$ cat src/rtl/ctech_lib_clk_gate_pkg.sv
// Shared types and limits for the multi-channel clock-gate controller.
package ctech_lib_clk_gate_pkg;

  // Per-channel gate state: OFF (gated), ON (running), DRAIN (idle countdown).
  typedef enum logic [1:0] {
    CG_OFF   = 2'd0,
    CG_ON    = 2'd1,
    CG_DRAIN = 2'd2
  } cg_state_t;

  // Widest supported hysteresis field and largest channel count.
  localparam int CG_HYST_W_MAX = 8;
  localparam int CG_CH_MAX     = 32;

  // True when the gate for a channel in state s should be open.
  function automatic logic cg_is_open(input cg_state_t s);
    return (s != CG_OFF);
  endfunction

endpackage

$ cat src/rtl/ctech_lib_clk_gate_cell.sv
// Integrated clock-gate cell: low-transparent enable latch followed by an
// AND (true clock, idles low) or NAND (inverted clock, idles high).
// The latch is cleared by reset so the output drops to its idle level
// immediately, even in the middle of a high phase.
module ctech_lib_clk_gate_cell #(
  parameter int INV_OUT = 0
) (
  input  logic clk,
  input  logic rst_b,
  input  logic en,
  output logic clkout
);

  logic en_lat;

  // Capture the enable only while clk is low so no partial pulses escape.
  always_latch begin
    if (!rst_b) begin
      en_lat <= 1'b0;
    end else if (!clk) begin
      en_lat <= en;
    end
  end

  if (INV_OUT != 0) begin : g_inv
    assign clkout = ~(clk & en_lat);
  end else begin : g_true
    assign clkout = clk & en_lat;
  end

endmodule

$ cat src/rtl/ctech_lib_clk_gate_ctrl_mc.sv
// Multi-channel clock-gate controller. Each channel runs an independent
// OFF/ON/DRAIN state machine; DRAIN holds the clock running for a
// programmable number of idle cycles before gating off.
module ctech_lib_clk_gate_ctrl_mc
  import ctech_lib_clk_gate_pkg::*;
#(
  parameter int NUM_CH   = 4,
  parameter int HYST_W   = 4,
  parameter int HYST_DEF = 8,
  parameter int INV_OUT  = 0
) (
  input  logic              clk,
  input  logic              rst_b,
  input  logic [NUM_CH-1:0] req,
  input  logic              te,
  input  logic [NUM_CH-1:0] force_on,
  input  logic              hyst_ld,
  input  logic [HYST_W-1:0] hyst_val,
  output logic [NUM_CH-1:0] clkout,
  output logic [NUM_CH-1:0] en_sts,
  output logic [NUM_CH-1:0] chg_pulse
);

  logic [HYST_W-1:0] hyst_q;
  logic [HYST_W-1:0] hyst_d;

  // Hysteresis register: new value only affects later DRAIN loads.
  always_comb begin
    hyst_d = hyst_q;
    if (hyst_ld) begin
      hyst_d = hyst_val;
    end
  end

  // Hysteresis register storage.
  always_ff @(posedge clk or negedge rst_b) begin
    if (!rst_b) begin
      hyst_q <= HYST_W'(HYST_DEF);
    end else begin
      hyst_q <= hyst_d;
    end
  end

  genvar gi;
  for (gi = 0; gi < NUM_CH; gi++) begin : g_ch
    cg_state_t         state_q;
    cg_state_t         state_d;
    logic [HYST_W-1:0] cnt_q;
    logic [HYST_W-1:0] cnt_d;
    logic              en_q;
    logic              en_d;
    logic              chg_q;
    logic              chg_d;
    logic              wake;

    assign wake = req[gi] | force_on[gi] | te;

    // Next state, drain counter and status for this channel.
    always_comb begin
      state_d = state_q;
      cnt_d   = cnt_q;
      case (state_q)
        CG_OFF: begin
          if (wake) begin
            state_d = CG_ON;
          end
        end
        CG_ON: begin
          if (!wake) begin
            if (hyst_q == '0) begin
              state_d = CG_OFF;
            end else begin
              state_d = CG_DRAIN;
              cnt_d   = hyst_q - 1'b1;
            end
          end
        end
        CG_DRAIN: begin
          // A wake request always beats an expiring count.
          if (wake) begin
            state_d = CG_ON;
          end else if (cnt_q == '0) begin
            state_d = CG_OFF;
          end else begin
            cnt_d = cnt_q - 1'b1;
          end
        end
        default: begin
          state_d = CG_OFF;
        end
      endcase
      en_d  = cg_is_open(state_d);
      chg_d = en_d ^ en_q;
    end

    // Channel state, counter and registered status outputs.
    always_ff @(posedge clk or negedge rst_b) begin
      if (!rst_b) begin
        state_q <= CG_OFF;
        cnt_q   <= '0;
        en_q    <= 1'b0;
        chg_q   <= 1'b0;
      end else begin
        state_q <= state_d;
        cnt_q   <= cnt_d;
        en_q    <= en_d;
        chg_q   <= chg_d;
      end
    end

    assign en_sts[gi]    = en_q;
    assign chg_pulse[gi] = chg_q;

    ctech_lib_clk_gate_cell #(
      .INV_OUT (INV_OUT)
    ) u_cell (
      .clk    (clk),
      .rst_b  (rst_b),
      .en     (en_q),
      .clkout (clkout[gi])
    );
  end

endmodule

$ cat config.mk
export PLATFORM = sky130hd
export DESIGN_NAME = ctech_lib_clk_gate_ctrl_mc
export DESIGN_NICKNAME = d
export VERILOG_FILES = /design/src/rtl/ctech_lib_clk_gate_pkg.sv /design/src/rtl/ctech_lib_clk_gate_cell.sv /design/src/rtl/ctech_lib_clk_gate_ctrl_mc.sv
export SDC_FILE = /design/constraint.sdc
export NUM_CORES = 1
export LEC_CHECK = 0
export ABC_AREA = 1
export CAP_MARGIN = 5
export CELL_PAD_IN_SITES_DETAIL_PLACEMENT = 0
export CELL_PAD_IN_SITES_GLOBAL_PLACEMENT = 2
export CORE_UTILIZATION = 30
export DETAILED_ROUTE_END_ITERATION = 6
export GPL_TIMING_DRIVEN = 0
export PLACE_DENSITY_LB_ADDON = 0.1
export SKIP_LAST_GASP = 1
export SYNTH_ARGS = -nofsm -noshare
export SYNTH_HDL_FRONTEND = slang
export SYNTH_SLANG_ARGS = --single-unit
$ cat constraint.sdc
create_clock -name clk -period 3.1 [get_ports clk]
set_input_delay 0.62 -clock clk [delete_from_list [all_inputs] [get_ports clk]]
set_output_delay 0.62 -clock clk [all_outputs]
set_load 0.005 [all_outputs]
==> summary.md, run 1 <==
The flow ran to the end, but the final reports show violations. The final reports fail on setup timing. Walking the worst path, the cells encountered are nand2_1 -> inv_2 -> buf_6. Prior to clock tree synthesis, the placed netlist has a worst setup slack of -2.69 ps. Yosys mapped the design onto 23 distinct sky130hd cell types. The finished cells cover 2920 sq um. After synthesis the netlist holds a flip-flop and latch count of 40. TritonCTS built the clock tree. The post-detailed-route wirelength per cell is 11.2 um, and the placeable core area is 6870 sq um. The tools report the worst-case headroom to the max-slew limit as 65.6%. In this run the post-CTS setup repair buffer count came out at 0. The tools report the number of warnings printed during yosys synthesis as 0. Sorting the synthesized cells by area gives the leading types as dfrtp_1 41%, nand2_1 18%, inv_1 8.5%. Synthesized net count: 310. The stage delay of the slowest cell on the critical path was 300 ps; the detailed route wirelength on metal3 was 200 um. The number of antenna violations at the first check in global routing is 0, and the number of design-rule violations left by the first detailed-router iteration is 108. Across every metal layer, demand over resource in global routing totals 16.4%. The run gives 0.228 mV as the worst-case vdd ir drop. At the pin with the least slew margin, the transition time is 516 ps. Setup slack of the critical path after layout: -91.6 ps. The number of hold violations in the final report was 0. The total inserted antenna cells came out at 0. The initial cell density of the core came out at 31.5%. Entering global routing, the biggest net connects 22 pins.

Class of the worst hold path: in -> gate. For the max-capacitance violation count, the log shows 0. In this run the power density over the cells is 721 nW/um^2.

The first global-routing pass estimated 8480 um of wire. The logs give 0 for the residual antenna-violating net count after detailed routing and 0 for the total congestion overflow. For the worst setup path, the data arrival time is 2570 ps. The wire length on met1 is 2400 um, and the area share of the leading cell type in the synthesized netlist is 40.5%. After synthesis, the mean cell area works out to 7.48 sq um. The tools report the later-pin clock latency in the skew report as 520 ps.

Across all layers, the routed design uses 1800 vias. The final core area utilization was 42.5%; the vertical extent of the die was 86.9 um. The biggest area contributor in the post-synthesis netlist is dfrtp_1. The final worst clock skew came out at 17.9 ps. For the worst setup path, the data required time is 2480 ps. The tools report the number of remaining DRC errors as 0. The run gives 1.53 nW as the total leakage power. After detailed routing, the met2 layer carries 2210 um of wire. For the standard cell area after detailed placement, the log shows 2570 sq um. HPWL after detailed placement: 3380 um. The commonest cells after synthesis are 101 x nand2_1, 49 x inv_1, 35 x dfrtp_1. For the final max-slew violation count, the log shows 0. Compared with the post-synthesis result, the final layout area differs by 35.1%. The highest net fanout along the worst path was 1; the post-synthesis cell area was 2160 sq um. Setup repair after global routing could not meet its margin everywhere. The CTS clock-pin slew for the worst setup and hold paths was 30 ps; the routability congestion estimate from global placement was 0.719. Yosys mapped a number of flops with a built-in enable equal to 0. Summed over all layers, the routed wires come to 4880 um.

The critical path in this run is classified as latch -> out. For the overall die area, the log shows 7550 sq um. The worst hold margin is 331 ps. The count of buffers inserted at the top-level ports came out at 27. Including well taps, the total number of placed cells is 413.

The share of layout cells above drive strength 1 works out to 20.0%. The worst setup path is launched from a latch. Most frequent cell after synthesis: nand2_1. The slowest stage of the critical path is the dlxtp_1 cell.

In the routed layout, each cell is associated on average with a via count of 4.13. The leading register cell type out of synthesis was dfrtp_1. The run gives 30 as the count of standard-cell rows. The cell count after synthesis is 289. For this design the top-level I/O count stands at 28. The number of nets in the layout was 359.

From left edge to right edge, the die measures 86.9 um. The highest routed metal layer is met4. The tools report the number of global-route vias before repair as 1918.

The setup-violating endpoint count in the final report was 8. Before antenna repair, the detailed router went through 4 iterations. Leaving out filler cells and counting taps, the final layout contains 436.

The worst setup path is captured at an output pin. The share of async-settable or async-resettable flops after synthesis was 90.0%.
[timing repair]
| action | 4_1_cts | 5_1_grt |
|---|---|---|
| hold buffers | 2 | 0 |
| endpoints found under the setup margin | 8 | 8 |
| resized for setup | 23 | 2 |
| pin swaps | 3 | 2 |
| hold endpoints to repair | 1 | 0 |
[cell usage in the layout (no fill, tap or decap), drive strengths merged]
cell type	n
ha	5
inv	54
bufinv	2
nor2	14
xnor2	4
dlxtp	4
o21ai	23
dfstp	1
buf	14
nor3	3
dlygate4sd3	2
dfrtp	35
nand4	2
xor2	1
clkbuf	22
nand3	23
clkdlybuf4s50	22
clkinv	1
nand2	108
[per-layer routing]
metal	up-vias	GRT usage [%]
met3	7	8.82
li1	963	-
met1	794	18.4
met4	0	14.7
met5	-	0
met2	36	22.3
[flip-flops by register name, indices dropped and copies added, names as in the netlist]
name,flops
g_ch.state_q,8
g_ch.chg_q,4
hyst_q,4
g_ch.en_q,4
g_ch.u_cell.en_lat,4
g_ch.cnt_q,16
[final timing paths]
| path | cells after the start | slack (ps) | startpoint | to |
|---|---|---|---|---|
| max | 3 | -90 | g_ch[1].u_cell.en_lat | clkout[1] |
| min | 3 | 330 | rst_b | clock gate |
| max reg2reg | 2 | 1040 | g_ch[1].en_q | g_ch[1].u_cell.en_lat |
| min reg2reg | 2 | 480 | g_ch[1].cnt_q[0] | g_ch[1].cnt_q[0] |
| max in group gated | 3 | 1070 | rst_b | clock gate |
| max in group asynchronous | 3 | 1910 | rst_b | hyst_q[3] |
| min in group clk | 2 | 480 | g_ch[1].cnt_q[0] | g_ch[1].cnt_q[0] |
| min in group asynchronous | 2 | 620 | rst_b | g_ch[3].chg_q |
[cell type report]
cell class                 count  area [sq um]
clock inverter                 7          67.6
clock buffer                  26           338
timing repair buffer          26           273
sequential                    40           962
fill                         707          3950
multi-input combinational    183           911
inverter                      50           188
buffer                         8          60.1
tap                           96           120
[critical path, delay by kind of cell, from the launching register on]
| family | cells | cell delay, ps |
|---|---|---|
| latches | 1 | 300 |
| buffers and inverters | 2 | 130 |
| AND/OR/NAND/NOR | 1 | 60 |
[metrics by stage]
stage | setup TNS (ps) | power, W
CTS | -543 | 0.00216
floorplan | 0 | 0.000985
global placement | -5030 | 0.00115
detailed placement | -4.55 | 0.00116
global route | -659 | 0.00229
finish | -356 | 0.00210
[where the power goes]
part	switching, W	internal (W)
Clock	0.000321	0.000739
Combinational	0.000217	0.000184
Sequential	0.0000665	0.000577
Total	0.000604	0.00150
[cell families after synthesis]
kind of cell / synth area share [%]
AO/OA/AOI/OAI: 5.85
buffers and inverters: 13.5
AND/OR/NAND/NOR: 31.2
adder cells (fa/ha/maj): 2.90
latches: 2.78
flip-flops: 41.7
XOR/XNOR: 2.03
(Power assumes the default switching activity.)
==> run 2, diff against run 1 <==
--- a/config.mk
+++ b/config.mk
@@ -10,9 +10,10 @@
 export CELL_PAD_IN_SITES_DETAIL_PLACEMENT = 0
 export CELL_PAD_IN_SITES_GLOBAL_PLACEMENT = 2
 export CORE_UTILIZATION = 30
+export CTS_BUF_LIST = sky130_fd_sc_hd__clkbuf_8
 export DETAILED_ROUTE_END_ITERATION = 6
 export GPL_TIMING_DRIVEN = 0
-export PLACE_DENSITY_LB_ADDON = 0.1
+export PLACE_DENSITY = 0.78
 export SKIP_LAST_GASP = 1
 export SYNTH_ARGS = -nofsm -noshare
 export SYNTH_HDL_FRONTEND = slang
==> run 2 against run 1 <==
- the flow still finishes with violations (setup timing)
- power shrank 2.0%
- highest routed layer unchanged
- utilization is 0.16 points lower
- sequential power barely moved
- count of clock-buffer cells in the layout did not move
- clock power is 4% lower
- routed wire length down 3.1%
- critical endpoint is now clkout[0]
==> summary.md, run 2 (same netlist as run 1, synthesis figures left out) <==
The number of vias in the routed layout came out at 1837 (was 1800). The vertical extent of the die came out at 86.9 um (unchanged). Registers with the highest flip-flop counts: g_ch.cnt_q (16), g_ch.state_q (8) (unchanged). TritonCTS built the clock tree.

The run gives 4 (unchanged) as the first-pass iteration count of the detailed router. The layer with the highest usage after global routing is met2 (unchanged). The overall die area was 7550 sq um (unchanged); the HPWL after detailed placement was 3220 um (was 3380 um).

For the detailed-route wire length, the log shows 4720 um (was 4880 um). The total inserted antenna cells is 0 (unchanged), and the residual antenna-violating net count after detailed routing is 0 (unchanged). The run gives 2910 sq um (was 2920 sq um) as the final design area excluding fillers. Setup repair after global routing could not meet its margin everywhere. For the data required time of the critical path, the log shows 2480 ps (about the same). The worst hold margin is 486 ps (was 331 ps), and the total congestion overflow is 0 (unchanged). The fraction of met1 tracks used by global routing is 17.4% (was 18.4%), and the count of buffers inserted at the top-level ports is 27 (unchanged).

The share of layout cells above drive strength 1 is 20.3% (was 20.0%), and the initial cell density of the core is 31.5% (unchanged). The run gives 21.2% (was 22.3%) as the met2 track demand over resource. The type of the worst setup path was latch -> out (unchanged). The die span in x works out to 86.9 um (unchanged). Number of standard cells in the final layout excluding fillers: 436 (unchanged). The pre-CTS setup slack is -2.77 ps (was -2.69 ps), and the number of hold violations in the final report is 0 (unchanged). For the pin count of the biggest net entering global routing, the log shows 24 (was 22).

The tools report the number of antenna violations at the first check in global routing as 0 (unchanged). The number of flip-flops under the largest register name works out to 16 (unchanged). The logs give 2570 sq um (unchanged) for the standard cell area after detailed placement and 2610 ps (was 2570 ps) for the critical path data arrival time.

The overall fraction of global-route tracks in use is 16.2% (was 16.4%), and the highest net fanout along the worst path is 1 (unchanged). The max-capacitance violation count was 0 (unchanged); the routability congestion estimate from global placement was 0.701 (was 0.719). For the worst-case vdd ir drop, the log shows 0.227 mV (was 0.228 mV).

The logs give 67.1% (was 65.6%) for the worst-case headroom to the max-slew limit and 8.36 ps (was 17.9 ps) for the final worst clock skew. The flow ran to the end, but the final reports show violations. The number of global-route vias before repair was 1944 (was 1918). The most common library cell in the layout ignoring fill and taps was nand2_1 (unchanged). The class of the worst hold path is in -> gate (unchanged).

The critical path capture point type was an output pin (unchanged). The sequential cell area is 962 sq um (unchanged), and the area used by multi-input combinational logic is 916 sq um (was 911 sq um). The run gives 1.53 nW (about the same) as the total leakage power. For the number of inserted filler cells in the final layout, the log shows 735 (was 707).

The tools report the setup slack of the critical path after layout as -134 ps (was -91.6 ps). The tools report the count of standard-cell rows as 30 (unchanged). The global-route wire length before repair was 8320 um (was 8480 um). The run gives 0 (unchanged) as the number of remaining DRC errors. Post-detailed-route wirelength per cell: 10.8 um (was 11.2 um). The growth of design area from synthesis to finish came out at 34.6% (was 35.1%).

The power per standard cell area was 709 nW/um^2 (was 721 nW/um^2). Violated checks: setup timing (unchanged). The number of nets in the layout is 359 (unchanged), and the setup-violating endpoint count in the final report is 8 (unchanged). The largest register by flop count was g_ch.cnt_q (unchanged). Number of design-rule violations left by the first detailed-router iteration: 108 (unchanged). Final max-slew violation count: 0 (unchanged). Highest-count cells in the layout ignoring fill and taps: 99 x nand2_1, 46 x inv_1, 35 x dfrtp_1, 22 x clkdlybuf4s50_1 (was 99 x nand2_1, 46 x inv_1, 35 x dfrtp_1, 22 x clkdlybuf4s50_1, 21 x clkbuf_8). The setup TNS is -435 ps (was -356 ps), and the CTS clock-pin slew for the worst setup and hold paths is 40 ps (was 30 ps).

The pin slew with the least headroom to its limit was 493 ps (was 516 ps); the fraction of met3 tracks used by global routing was 10.6% (was 8.82%). Later-pin clock latency in the skew report: 510 ps (was 520 ps). For the total I/O pin count, the log shows 28 (unchanged). Startpoint class of the critical path: a latch (unchanged). For the number of placed instances with taps included, the log shows 413 (unchanged). The average via count per standard cell was 4.21 (was 4.13). The placeable core area came out at 6870 sq um (unchanged).
-- run 2: layer usage --
metal	up-vias	share of wire, %
li1	968	-
met5	-	0
met3	12	4.1
met4	0	2.2
met2	39	43
met1	818	50
-- run 2: worst paths after layout --
kind / from / endpoint / slack (ps) / depth (start not counted)
worst min register to register: g_ch[0].cnt_q[0] / g_ch[0].cnt_q[0] / 490 / 2
max in group gated: rst_b / clock gate / 920 / 4
min in group clk: g_ch[0].cnt_q[0] / g_ch[0].cnt_q[0] / 490 / 2
worst min-delay path: rst_b / clock gate / 490 / 4
worst max-delay path: g_ch[0].u_cell.en_lat / clkout[0] / -130 / 3
min in group asynchronous: rst_b / g_ch[3].en_q / 610 / 2
worst max register to register: g_ch[1].en_q / g_ch[1].u_cell.en_lat / 1040 / 2
max in group asynchronous: rst_b / g_ch[2].cnt_q[1] / 2010 / 3
-- run 2: area by class of cell --
type / count / share of cell area [%]
Clock inverter: 7 / 1.46
Multi-Input combinational cell: 183 / 31.5
Tap cell: 96 / 4.13
Buffer: 8 / 2.07
Clock buffer: 26 / 11.9
Inverter: 50 / 6.45
Sequential cell: 40 / 33.1
Timing Repair Buffer: 26 / 9.38
-- run 2: repair_timing --
action	CTS	global route
endpoints found under the hold margin	1	0
buffers inserted	1	0
setup endpoints to repair	8	8
pin swaps	1	3
resized for setup	15	11
hold buffers	2	0
-- run 2: worst max-delay path: stages, from the launching register on --
cell and delay [ps]:
dlxtp_1 320, nand2_1 70, inv_2 60, buf_6 80
-- run 2: stage by stage --
step	utilization [%]	power [W]
after floorplan	-	0.000985
after global placement	37.1	0.00115
after detailed placement	37.5	0.00115
after CTS	42.8	0.00215
after global routing	42.3	0.00223
final	42.3	0.00206
-- run 2: power by group --
group          leakage, nW  internal, W  switching, W  total, W
combinational        0.818     0.000184      0.000214  0.000398
clock                0.246     0.000684      0.000339   0.00102
sequential           0.462     0.000577     0.0000652  0.000642
==> run 3, diff against run 2 <==
--- a/config.mk
+++ b/config.mk
@@ -12,6 +12,7 @@
 export CORE_UTILIZATION = 30
 export CTS_BUF_LIST = sky130_fd_sc_hd__clkbuf_8
 export DETAILED_ROUTE_END_ITERATION = 6
+export GPL_ROUTABILITY_DRIVEN = 0
 export GPL_TIMING_DRIVEN = 0
 export PLACE_DENSITY = 0.78
 export SKIP_LAST_GASP = 1
==> results of run 3 <==
Same layout as run 2: the final DEF is identical, and so are final timing and power.
